$ cat config.mk
export PLATFORM = sky130hd
export DESIGN_NAME = mult_arbiter
export DESIGN_NICKNAME = d
export VERILOG_FILES = /design/src/rtl/mult_arb_pkg.sv /design/src/rtl/mult_shift_add.sv /design/src/rtl/mult_arbiter.sv
export SDC_FILE = /design/constraint.sdc
export NUM_CORES = 1
export LEC_CHECK = 0
export BUFFER_PORTS_ARGS = -buffer_cell sky130_fd_sc_hd__buf_2
export CORE_MARGIN = 2
export CORE_UTILIZATION = 54
export CTS_CLUSTER_SIZE = 16
export DETAILED_ROUTE_END_ITERATION = 8
export GPL_TIMING_DRIVEN = 0
export PLACE_DENSITY = 0.77
export SLEW_MARGIN = 30
export SYNTH_ARGS = -nofsm -noshare
export SYNTH_HDL_FRONTEND = slang
export SYNTH_SLANG_ARGS = --single-unit
$ cat constraint.sdc
create_clock -name AHB_HCLK -period 2.7 [get_ports AHB_HCLK]
set_input_delay 0.405 -clock AHB_HCLK [delete_from_list [all_inputs] [get_ports AHB_HCLK]]
set_output_delay 0.405 -clock AHB_HCLK [all_outputs]
set_load 0.005 [all_outputs]
$ cat src/rtl/mult_arb_pkg.sv
`default_nettype none
// ============================================================================
//  Module   : mult_arb_pkg
//  Purpose  : Shared types and helpers for the arbitrated shift-add multiplier.
//             - state_t  : arbiter FSM state encoding (IDLE/LOAD/RUN/DONE)
//             - req_id_t : requester identifier (0 = MCU path, 1 = game logic)
//             - cnt_width: width of an iteration counter able to hold 0..op_w
//  Revision : 1.0 - initial release
// ============================================================================
package mult_arb_pkg;

    typedef enum logic [1:0] {
        ST_IDLE = 2'd0,
        ST_LOAD = 2'd1,
        ST_RUN  = 2'd2,
        ST_DONE = 2'd3
    } state_t;

    typedef logic [0:0] req_id_t;

    localparam req_id_t REQ0 = 1'b0;
    localparam req_id_t REQ1 = 1'b1;

    function automatic int cnt_width(input int op_w);
        return $clog2(op_w + 1);
    endfunction

endpackage
`default_nettype wire

$ cat src/rtl/mult_shift_add.sv
`default_nettype none
// ============================================================================
//  Module   : mult_shift_add
//  Purpose  : Fixed-latency sequential shift-add multiplier core.
//             load : capture operand magnitudes and result sign, clear the
//                    accumulator and iteration counter (one cycle).
//             step : one shift-add iteration, multiplier LSB first.
//             last : current step is the final (OP_W-th) iteration.
//             result: sign-corrected product as it will stand after the
//                    current step; valid to capture on the edge where
//                    step && last.
//  Ports    : clk, rst (sync, active-high), load, step, a, b, last, result
//  Config   : MULT_ARB_SIGNED_EN - two's complement operands/product when
//             defined, unsigned otherwise.
//  Revision : 1.0 - initial release
// ============================================================================
module mult_shift_add
    import mult_arb_pkg::*;
#(
    parameter int OP_W = 8
) (
    input  logic                clk,
    input  logic                rst,
    input  logic                load,
    input  logic                step,
    input  logic [OP_W-1:0]     a,
    input  logic [OP_W-1:0]     b,
    output logic                last,
    output logic [2*OP_W-1:0]   result
);

    localparam int                 CNT_W       = cnt_width(OP_W);
    localparam logic [CNT_W-1:0]   C_CNT_ONE   = CNT_W'(1);
    localparam logic [CNT_W-1:0]   C_CNT_LAST  = CNT_W'(OP_W - 1);
    localparam logic [2*OP_W-1:0]  C_PROD_ONE  = {{(2*OP_W-1){1'b0}}, 1'b1};

    logic [2*OP_W-1:0] r_acc;
    logic [2*OP_W-1:0] r_mcand;
    logic [OP_W-1:0]   r_mplier;
    logic [CNT_W-1:0]  r_cnt;
    logic              r_neg;

    logic [OP_W-1:0]   w_mag_a;
    logic [OP_W-1:0]   w_mag_b;
    logic              w_neg;
    logic [2*OP_W-1:0] w_addend;
    logic [2*OP_W-1:0] w_acc_next;

`ifdef MULT_ARB_SIGNED_EN
    localparam logic [OP_W-1:0] C_OP_ONE = {{(OP_W-1){1'b0}}, 1'b1};

    // The magnitude of the most negative value still fits in OP_W unsigned
    // bits, so no extra guard bit is needed.
    always_comb begin
        w_mag_a = a[OP_W-1] ? ((~a) + C_OP_ONE) : a;
        w_mag_b = b[OP_W-1] ? ((~b) + C_OP_ONE) : b;
        w_neg   = a[OP_W-1] ^ b[OP_W-1];
    end
`else
    always_comb begin
        w_mag_a = a;
        w_mag_b = b;
        w_neg   = 1'b0;
    end
`endif

    always_comb begin
        w_addend   = r_mplier[0] ? r_mcand : '0;
        w_acc_next = r_acc + w_addend;
        result     = r_neg ? ((~w_acc_next) + C_PROD_ONE) : w_acc_next;
        last       = (r_cnt == C_CNT_LAST);
    end

    always_ff @(posedge clk) begin
        if (rst) begin
            r_acc    <= '0;
            r_mcand  <= '0;
            r_mplier <= '0;
            r_cnt    <= '0;
            r_neg    <= 1'b0;
        end else if (load) begin
            r_acc    <= '0;
            r_mcand  <= {{OP_W{1'b0}}, w_mag_a};
            r_mplier <= w_mag_b;
            r_cnt    <= '0;
            r_neg    <= w_neg;
        end else if (step) begin
            r_acc    <= w_acc_next;
            r_mcand  <= r_mcand << 1;
            r_mplier <= r_mplier >> 1;
            r_cnt    <= r_cnt + C_CNT_ONE;
        end
    end

endmodule
`default_nettype wire

$ cat src/rtl/mult_arbiter.sv
`default_nettype none
// ============================================================================
//  Module   : mult_arbiter
//  Purpose  : Round-robin sharing of one sequential multiplier between two
//             requesters, with a valid/ready response channel.
//  Ports    : AHB_HCLK, AHB_HRESET (sync, active-high)
//             req0_valid/req0_a/req0_b/req0_ready  - requester 0 (MCU path)
//             req1_valid/req1_a/req1_b/req1_ready  - requester 1 (game logic)
//             rsp_valid/rsp_ready/rsp_id/rsp_product - result channel
//             busy - high whenever a job is in flight or awaiting pickup
//  Config   : MULT_ARB_SIGNED_EN - signed operands/product when defined.
//  Timing   : accept cycle 0, LOAD cycle 1, RUN cycles 2..OP_W+1,
//             rsp_valid from cycle OP_W+2 until the handshake.
//  Revision : 1.0 - initial release
// ============================================================================
module mult_arbiter
    import mult_arb_pkg::*;
#(
    parameter int OP_W = 8
) (
    input  logic                AHB_HCLK,
    input  logic                AHB_HRESET,
    input  logic                req0_valid,
    input  logic [OP_W-1:0]     req0_a,
    input  logic [OP_W-1:0]     req0_b,
    output logic                req0_ready,
    input  logic                req1_valid,
    input  logic [OP_W-1:0]     req1_a,
    input  logic [OP_W-1:0]     req1_b,
    output logic                req1_ready,
    output logic                rsp_valid,
    input  logic                rsp_ready,
    output logic                rsp_id,
    output logic [2*OP_W-1:0]   rsp_product,
    output logic                busy
);

    state_t            r_state;
    req_id_t           r_last_grant;
    req_id_t           r_job_id;
    req_id_t           r_rsp_id;
    logic [OP_W-1:0]   r_op_a;
    logic [OP_W-1:0]   r_op_b;
    logic [2*OP_W-1:0] r_rsp_product;

    logic              w_idle;
    logic              w_grant0;
    logic              w_grant1;
    logic              w_last;
    logic [2*OP_W-1:0] w_result;

    // Grants are suppressed while reset is asserted so that a requester
    // never sees an acceptance that the reset is about to discard.
    always_comb begin
        w_idle   = (r_state == ST_IDLE) && !AHB_HRESET;
        w_grant0 = w_idle && req0_valid && (!req1_valid || (r_last_grant == REQ1));
        w_grant1 = w_idle && req1_valid && !w_grant0;
    end

    assign req0_ready  = w_grant0;
    assign req1_ready  = w_grant1;
    assign rsp_valid   = (r_state == ST_DONE);
    assign busy        = (r_state != ST_IDLE);
    assign rsp_id      = r_rsp_id;
    assign rsp_product = r_rsp_product;

    always_ff @(posedge AHB_HCLK) begin
        if (AHB_HRESET) begin
            r_state       <= ST_IDLE;
            r_last_grant  <= REQ1;
            r_job_id      <= REQ0;
            r_rsp_id      <= REQ0;
            r_op_a        <= '0;
            r_op_b        <= '0;
            r_rsp_product <= '0;
        end else begin
            case (r_state)
                ST_IDLE: begin
                    if (w_grant0) begin
                        r_op_a       <= req0_a;
                        r_op_b       <= req0_b;
                        r_job_id     <= REQ0;
                        r_last_grant <= REQ0;
                        r_state      <= ST_LOAD;
                    end else if (w_grant1) begin
                        r_op_a       <= req1_a;
                        r_op_b       <= req1_b;
                        r_job_id     <= REQ1;
                        r_last_grant <= REQ1;
                        r_state      <= ST_LOAD;
                    end
                end
                ST_LOAD: begin
                    r_state <= ST_RUN;
                end
                ST_RUN: begin
                    // The core's result already includes the final step, so
                    // it is captured on the same edge that enters DONE.
                    if (w_last) begin
                        r_rsp_product <= w_result;
                        r_rsp_id      <= r_job_id;
                        r_state       <= ST_DONE;
                    end
                end
                ST_DONE: begin
                    if (rsp_ready) begin
                        r_state <= ST_IDLE;
                    end
                end
                default: begin
                    r_state <= ST_IDLE;
                end
            endcase
        end
    end

    mult_shift_add #(
        .OP_W   (OP_W)
    ) u_core (
        .clk    (AHB_HCLK),
        .rst    (AHB_HRESET),
        .load   (r_state == ST_LOAD),
        .step   (r_state == ST_RUN),
        .a      (r_op_a),
        .b      (r_op_b),
        .last   (w_last),
        .result (w_result)
    );

endmodule
`default_nettype wire

==> Word level (Yosys, flattened, before mapping) <==
Cells that the tools add are included.
{ "totals": {"reg_bits": 81, "in_bits": 37, "out_inout_bits": 21, "wordCells": 54} }
{ "op_classes": {"n_reduce_logical": 17, "eq_ne": 7, "n_addsub": 2, "n_mux": 16} }
{ "op_table": {"columns": ["operator", "count"], "rows": [
  ["8-bit two-way mux", 8],
  ["16-bit adder", 1],
  ["16-bit two-way mux", 1],
  ["2-bit two-way mux", 4],
  ["2-bit case mux with 4 select lines", 1],
  ["2-bit nonzero test", 3],
  ["1-bit logical AND", 5],
  ["4-bit by 1-bit adder with 4-bit output (second input constant)", 1],
  ["2-bit equality test (second input constant)", 2],
  ["4-bit by 3-bit equality test with 1-bit output (second input constant)", 1],
  ["2-bit AND reduction", 2],
  ["1-bit logical NOT", 3],
  ["3-bit != test (second input constant)", 1],
  ["3-bit AND reduction", 1],
  ["2-bit by 1-bit equality test with 1-bit output (second input constant)", 1],
  ["2-bit logical NOT", 1],
  ["1-bit two-way mux", 2],
  ["2-bit by 1-bit != test with 1-bit output (second input constant)", 1],
  ["2-bit != test (second input constant)", 1],
  ["2-bit OR reduction", 1],
  ["1-bit logical OR", 1]
]} }

==> Depth between registers and ports, before layout <==
{ "logic_depth": {"depth_word": 9, "mapped_depth": 9, "ltp_nobuf": 8} }

==> Cells and area by module <==
A second synthesis with hierarchy kept.
{ "unflattened": {"cells_unflattened": 493, "area_unflattened_um2": 4100.2} }
{ "by_module_without_submodules": {"columns": ["mod", "area_per_inst_um2", "n_inst", "cells_per_inst", "seq_area_each_um2"], "rows": [
  ["mult_shift_add", 2512.4, 1, 298, 880.8],
  ["mult_arbiter", 1587.8, 1, 195, 740.7]
]} }

==> Worst setup path after synthesis <==
No wires, ideal clock.
{ "synth_timing": {"kind": "reg2reg", "startpoint": "reg u_core.r_mplier[0]", "endpoint": "reg u_core.r_acc[12]", "t_arrival_ns": 2.241, "stages_incl_launch_ff": 10, "path_slack_ns": 0.342, "setup_ns": 0.117, "required_time_ns": 2.583, "n_path_buf": 1, "period_less_slack_ns": 2.358, "cell_sequence": "dfxtp_1 clkbuf_1 and2_1 ha_1 fa_1 a21o_1 a221oi_4 o2111a_1 nor3_1 a22o_1"} }
{ "synth_via": {"elab_chain_len": 2} }
{ "synth_lines": {"columns": ["item", "line_no", "text"], "rows": [
  ["start, declared", "mult_shift_add.sv:39", "logic [OP_W-1:0] r_mplier;"],
  ["start signal, assigned", "mult_shift_add.sv:84", "r_mplier <= w_mag_b;"],
  ["start signal, assigned", "mult_shift_add.sv:90", "r_mplier <= r_mplier >> 1;"],
  ["16-bit two-way mux", "mult_shift_add.sv:68", "w_addend = r_mplier[0] ? r_mcand : '0;"],
  ["16-bit adder", "mult_shift_add.sv:69", "w_acc_next = r_acc + w_addend;"],
  ["end signal, assigned", "mult_shift_add.sv:88", "r_acc <= w_acc_next;"],
  ["end, declared", "mult_shift_add.sv:37", "logic [2*OP_W-1:0] r_acc;"]
]} }
No other way between the ends.
A chain may end at the register's enable or synchronous reset.

==> Worst setup path in the final report <==
{ "layout_timing": {"startpoint": "reg u_core.r_mplier[0]", "endpoint": "reg r_rsp_product[12] (netlist: rsp_product[12])"} }
{ "layout_via": {"elab_chain_len": 2} }
{ "layout_lines": {"columns": ["item", "line_no", "text"], "rows": [
  ["16-bit two-way mux", "mult_shift_add.sv:68", null],
  ["16-bit adder", "mult_shift_add.sv:69", null],
  ["end signal, assigned", "mult_arbiter.sv:100", "r_rsp_product <= w_result;"],
  ["end, declared", "mult_arbiter.sv:44", "logic [2*OP_W-1:0] r_rsp_product;"]
]} }
No other way between the ends.

==> impl_metrics.csv <==
group,metric,value,unit
timing,drv_slew,0,
global_route,grt_usage,25.0,%
global_route,grt_pass1_vias,3547,
timing,setup_violations,0,
final_layout,diodes,0,
timing,fin_setup_tns,0,ns
placement,place_ws,-0.181,ns
power_and_ir_drop,power_switching,0.00141,W
status,status,"finished, final reports clean",
final_layout,mostFrequentLayoutCell,"dfxtp_1",
die,die_area,8660,um2
global_route,grt-busiest-layer,"met2",
global_route,grt_pass1_wl,17100,um
final_layout,syn_to_final_growth,15.5,%
timing,worstMarginPinSlew,0.651,ns
yosys,synth_area,4280,um2
yosys,syn_area_per_cell,8.99,um2
global_route,antenna_found_initial,0,
yosys,synthArstFlopShare,0,%
cts,clk-insertion-delay-late,0.37,ns
routing,drt_iter0_drc,124,
timing,final-hold-violation-count,0,
power_and_ir_drop,p_int,0.00232,W
timing,finalCritPeriodShare,97.0,%
die,core-area,7690,um2
placement,placed_cells,635,
worst_setup_path,critical_path.endpoint_type,"register",
yosys,synth_cell_type_count,55,
worst_hold_path,min_from,"req1_a[2]",
power_and_ir_drop,vdd_ir_drop_max,496,uV
global_route,grtUsageMet3,3.63,%
power_and_ir_drop,switching_share,37.8,%
yosys,synth_cells,476,
die,fp.dieW,93.0,um
worst_setup_path,cp_max_fo,10,
routing,vias,3755,
global_route,grt_use_met2,38.9,%
worst_setup_path,crit_path_start_kind,"register",
yosys,yosysSeqAreaShare,37.9,%
yosys,synthFlopType,"dfxtp_1",
job,cap_violations,0,
placement,place_area,4690,um2
cts,cts.path.max_buffers,2,
final_layout,n_fill_cell,691,
timing,slew_headroom,56.5,%
cts,cts_buffers,9,
timing,max_freq,0.382,GHz
die,ioPinCount,58,
worst_hold_path,min-delay-path-class,"in -> reg",
timing,rsz0062_at_grt,"no",
worst_setup_path,r2r-start,"u_core.r_mplier[0]$_SDFFE_PP0P_",
placement,io_buffers,57,
timing,layout_setup_ws,0.0800,ns
routing,wl,10500,um
routing,first_pass_iters,5,
routing,wl_per_cell,16.2,um
power_and_ir_drop,clock_power_share,25.9,%
power_and_ir_drop,pwr-share-comb,34.7,%
power_and_ir_drop,leakage,2.00,nW
routing,antenna_left,0,
yosys,ys_ff_latch,81,
die,die_y,93.0,um
routing,routed_via_density,5.76,
global_route,met1_usage,35.6,%
placement,routabilityCongestion,0.923,
yosys,syn_nets,535,
cts,cts_root_buffer,"clkbuf_8",
final_layout,final_cells,652,
final_layout,final_cell_mix,"dfxtp_1 (80), buf_2 (64), nor2_1 (57)",
timing,hold_ws,0.360,ns
power_and_ir_drop,p_per_area,753,nW/um2
timing,period_minus_slack,2.62,ns
cts,cts_tree,"done",
global_route,grt_max_degree,17,
worst_setup_path,cp_data_arrival_time,2.88,ns
cts,htreeDepth,3,
placement,hpwlAfterDp,7770,um
die,rows,32,
worst_setup_path,worstSetupPathType,"reg -> reg",
cts,clkTransAtPathRegs,0.10,ns
yosys,synth-edff-count,0,
final_layout,layout-drive-gt1-share,18.9,%
worst_setup_path,cp-startpoint,"u_core.r_mplier[0]$_SDFFE_PP0P_",
yosys,yosysWarnings,0,
final_layout,design_area,4950,um2
global_route,grt_overflow_total,0,
timing,skew,0.0116,ns
power_and_ir_drop,seqPwrFrac,39.4,%
die,initial_core_util,55.7,%
routing,drc,0,
worst_setup_path,worstPathRequired,2.96,ns
cts,numClockSinks,81,
final_layout,nets,604,
[path summary, 6_finish.rpt]
check / end / slack (ns) / cells after the start
setup / recovery: rsp_product[12]$_SDFFE_PP0P_ / 0.08 / 9
hold / removal: r_op_a[2]$_SDFFE_PP0P_ / 0.36 / 3
setup reg to reg: rsp_product[12]$_SDFFE_PP0P_ / 0.08 / 9
hold reg to reg: rsp_product[5]$_SDFFE_PP0P_ / 0.46 / 2
[timing repair]
item	in CTS	in global routing
setup buffers	0	1
pin swaps	2	2
hold buffers	0	0
setup endpoints to repair	15	11
gates resized for setup	4	6
[metal layers]
metal / share of wire, % / up-vias
met2: 45 / 104
met4: 1.6 / 0
met5: 0 / -
li1: - / 1867
met1: 48 / 1768
met3: 5.3 / 16
[state kept, by name (all words and copies together) (netlist names)]
| register | cells |
|---|---|
| rsp_product | 16 |
| u_core.r_acc | 16 |
| u_core.r_mcand | 16 |
| r_op_a | 8 |
| r_op_b | 8 |
| u_core.r_mplier | 8 |
| u_core.r_cnt | 4 |
| r_state | 2 |
| r_job_id | 1 |
| r_last_grant | 1 |
| rsp_id | 1 |
[layout make-up]
cell class | count | area [um2] | area share (%)
clock buffers | 9 | 124 | 2.50
plain buffers | 32 | 150 | 3.04
well taps | 102 | 128 | 2.58
repair buffers | 58 | 293 | 5.92
multi-input cells | 354 | 2510 | 50.7
inverters | 9 | 33.8 | 0.683
flip-flops and latches | 81 | 1620 | 32.8
clock inverters | 7 | 87.6 | 1.77
[through the flow]
step           power (W)  utilization [%]
6_report         0.00372             64.3
5_1_grt          0.00394             64.3
4_1_cts          0.00371             63.9
3_5_place_dp     0.00275             61.1
3_3_place_gp     0.00271             61.1
2_1_floorplan    0.00242                -
[kinds of logic (layout without fill, tap and decap cells)]
logic type                 count (synthesis)  in the layout  synth area share, %
and+or+nand+nor                          166            166                 19.7
AOI/OAI and AO/OA                        108            108                 18.4
DFF                                       81             81                 37.9
muxes                                     47             47                 11.0
buffers and inverters                     41            115                 4.21
adders and majority gates                 22             22                 6.60
xor gates and xnor gates                  11             11                 2.25
[cell usage after synthesis, types with 3 or more instances]
master	n	area [um2]
o221ai_1	4	35.0
buf_2	7	35.0
nand2b_1	3	18.8
xnor2_1	7	61.3
clkbuf_1	18	67.6
and3_1	8	50.1
o21ai_0	16	80.1
nand2_1	29	109
nor2_1	57	214
nor3_1	3	15.0
nand3_1	14	70.1
a22o_1	3	26.3
nand4_1	7	43.8
a211oi_1	32	240
nand3b_1	10	75.1
inv_1	9	33.8
and2_1	19	119
dfxtp_1	81	1620
a21o_1	4	30.0
xor2_1	4	35.0
ha_1	21	263
a21oi_1	23	115
o211ai_1	6	45.0
mux2i_1	47	470
[power groups by stage]
stage	Sequential, W	Combinational (W)	Clock [W]
floorplan	0.00145	0.000966	0
finish	0.00147	0.00129	0.000964
global placement	0.00149	0.00122	0
CTS	0.00146	0.00128	0.000964
global route	0.00149	0.00143	0.00102
detailed placement	0.00149	0.00127	0
[worst max-delay path: stages (launching register included)]
cell	delay, ns
dfxtp_2	0.38
clkbuf_4	0.21
and2_1	0.16
ha_1	0.24
fa_2	0.38
a21o_1	0.21
a221oi_4	0.39
o2111a_1	0.25
nor3_2	0.07
a22o_1	0.22
Power figures use the tool's default switching activity.
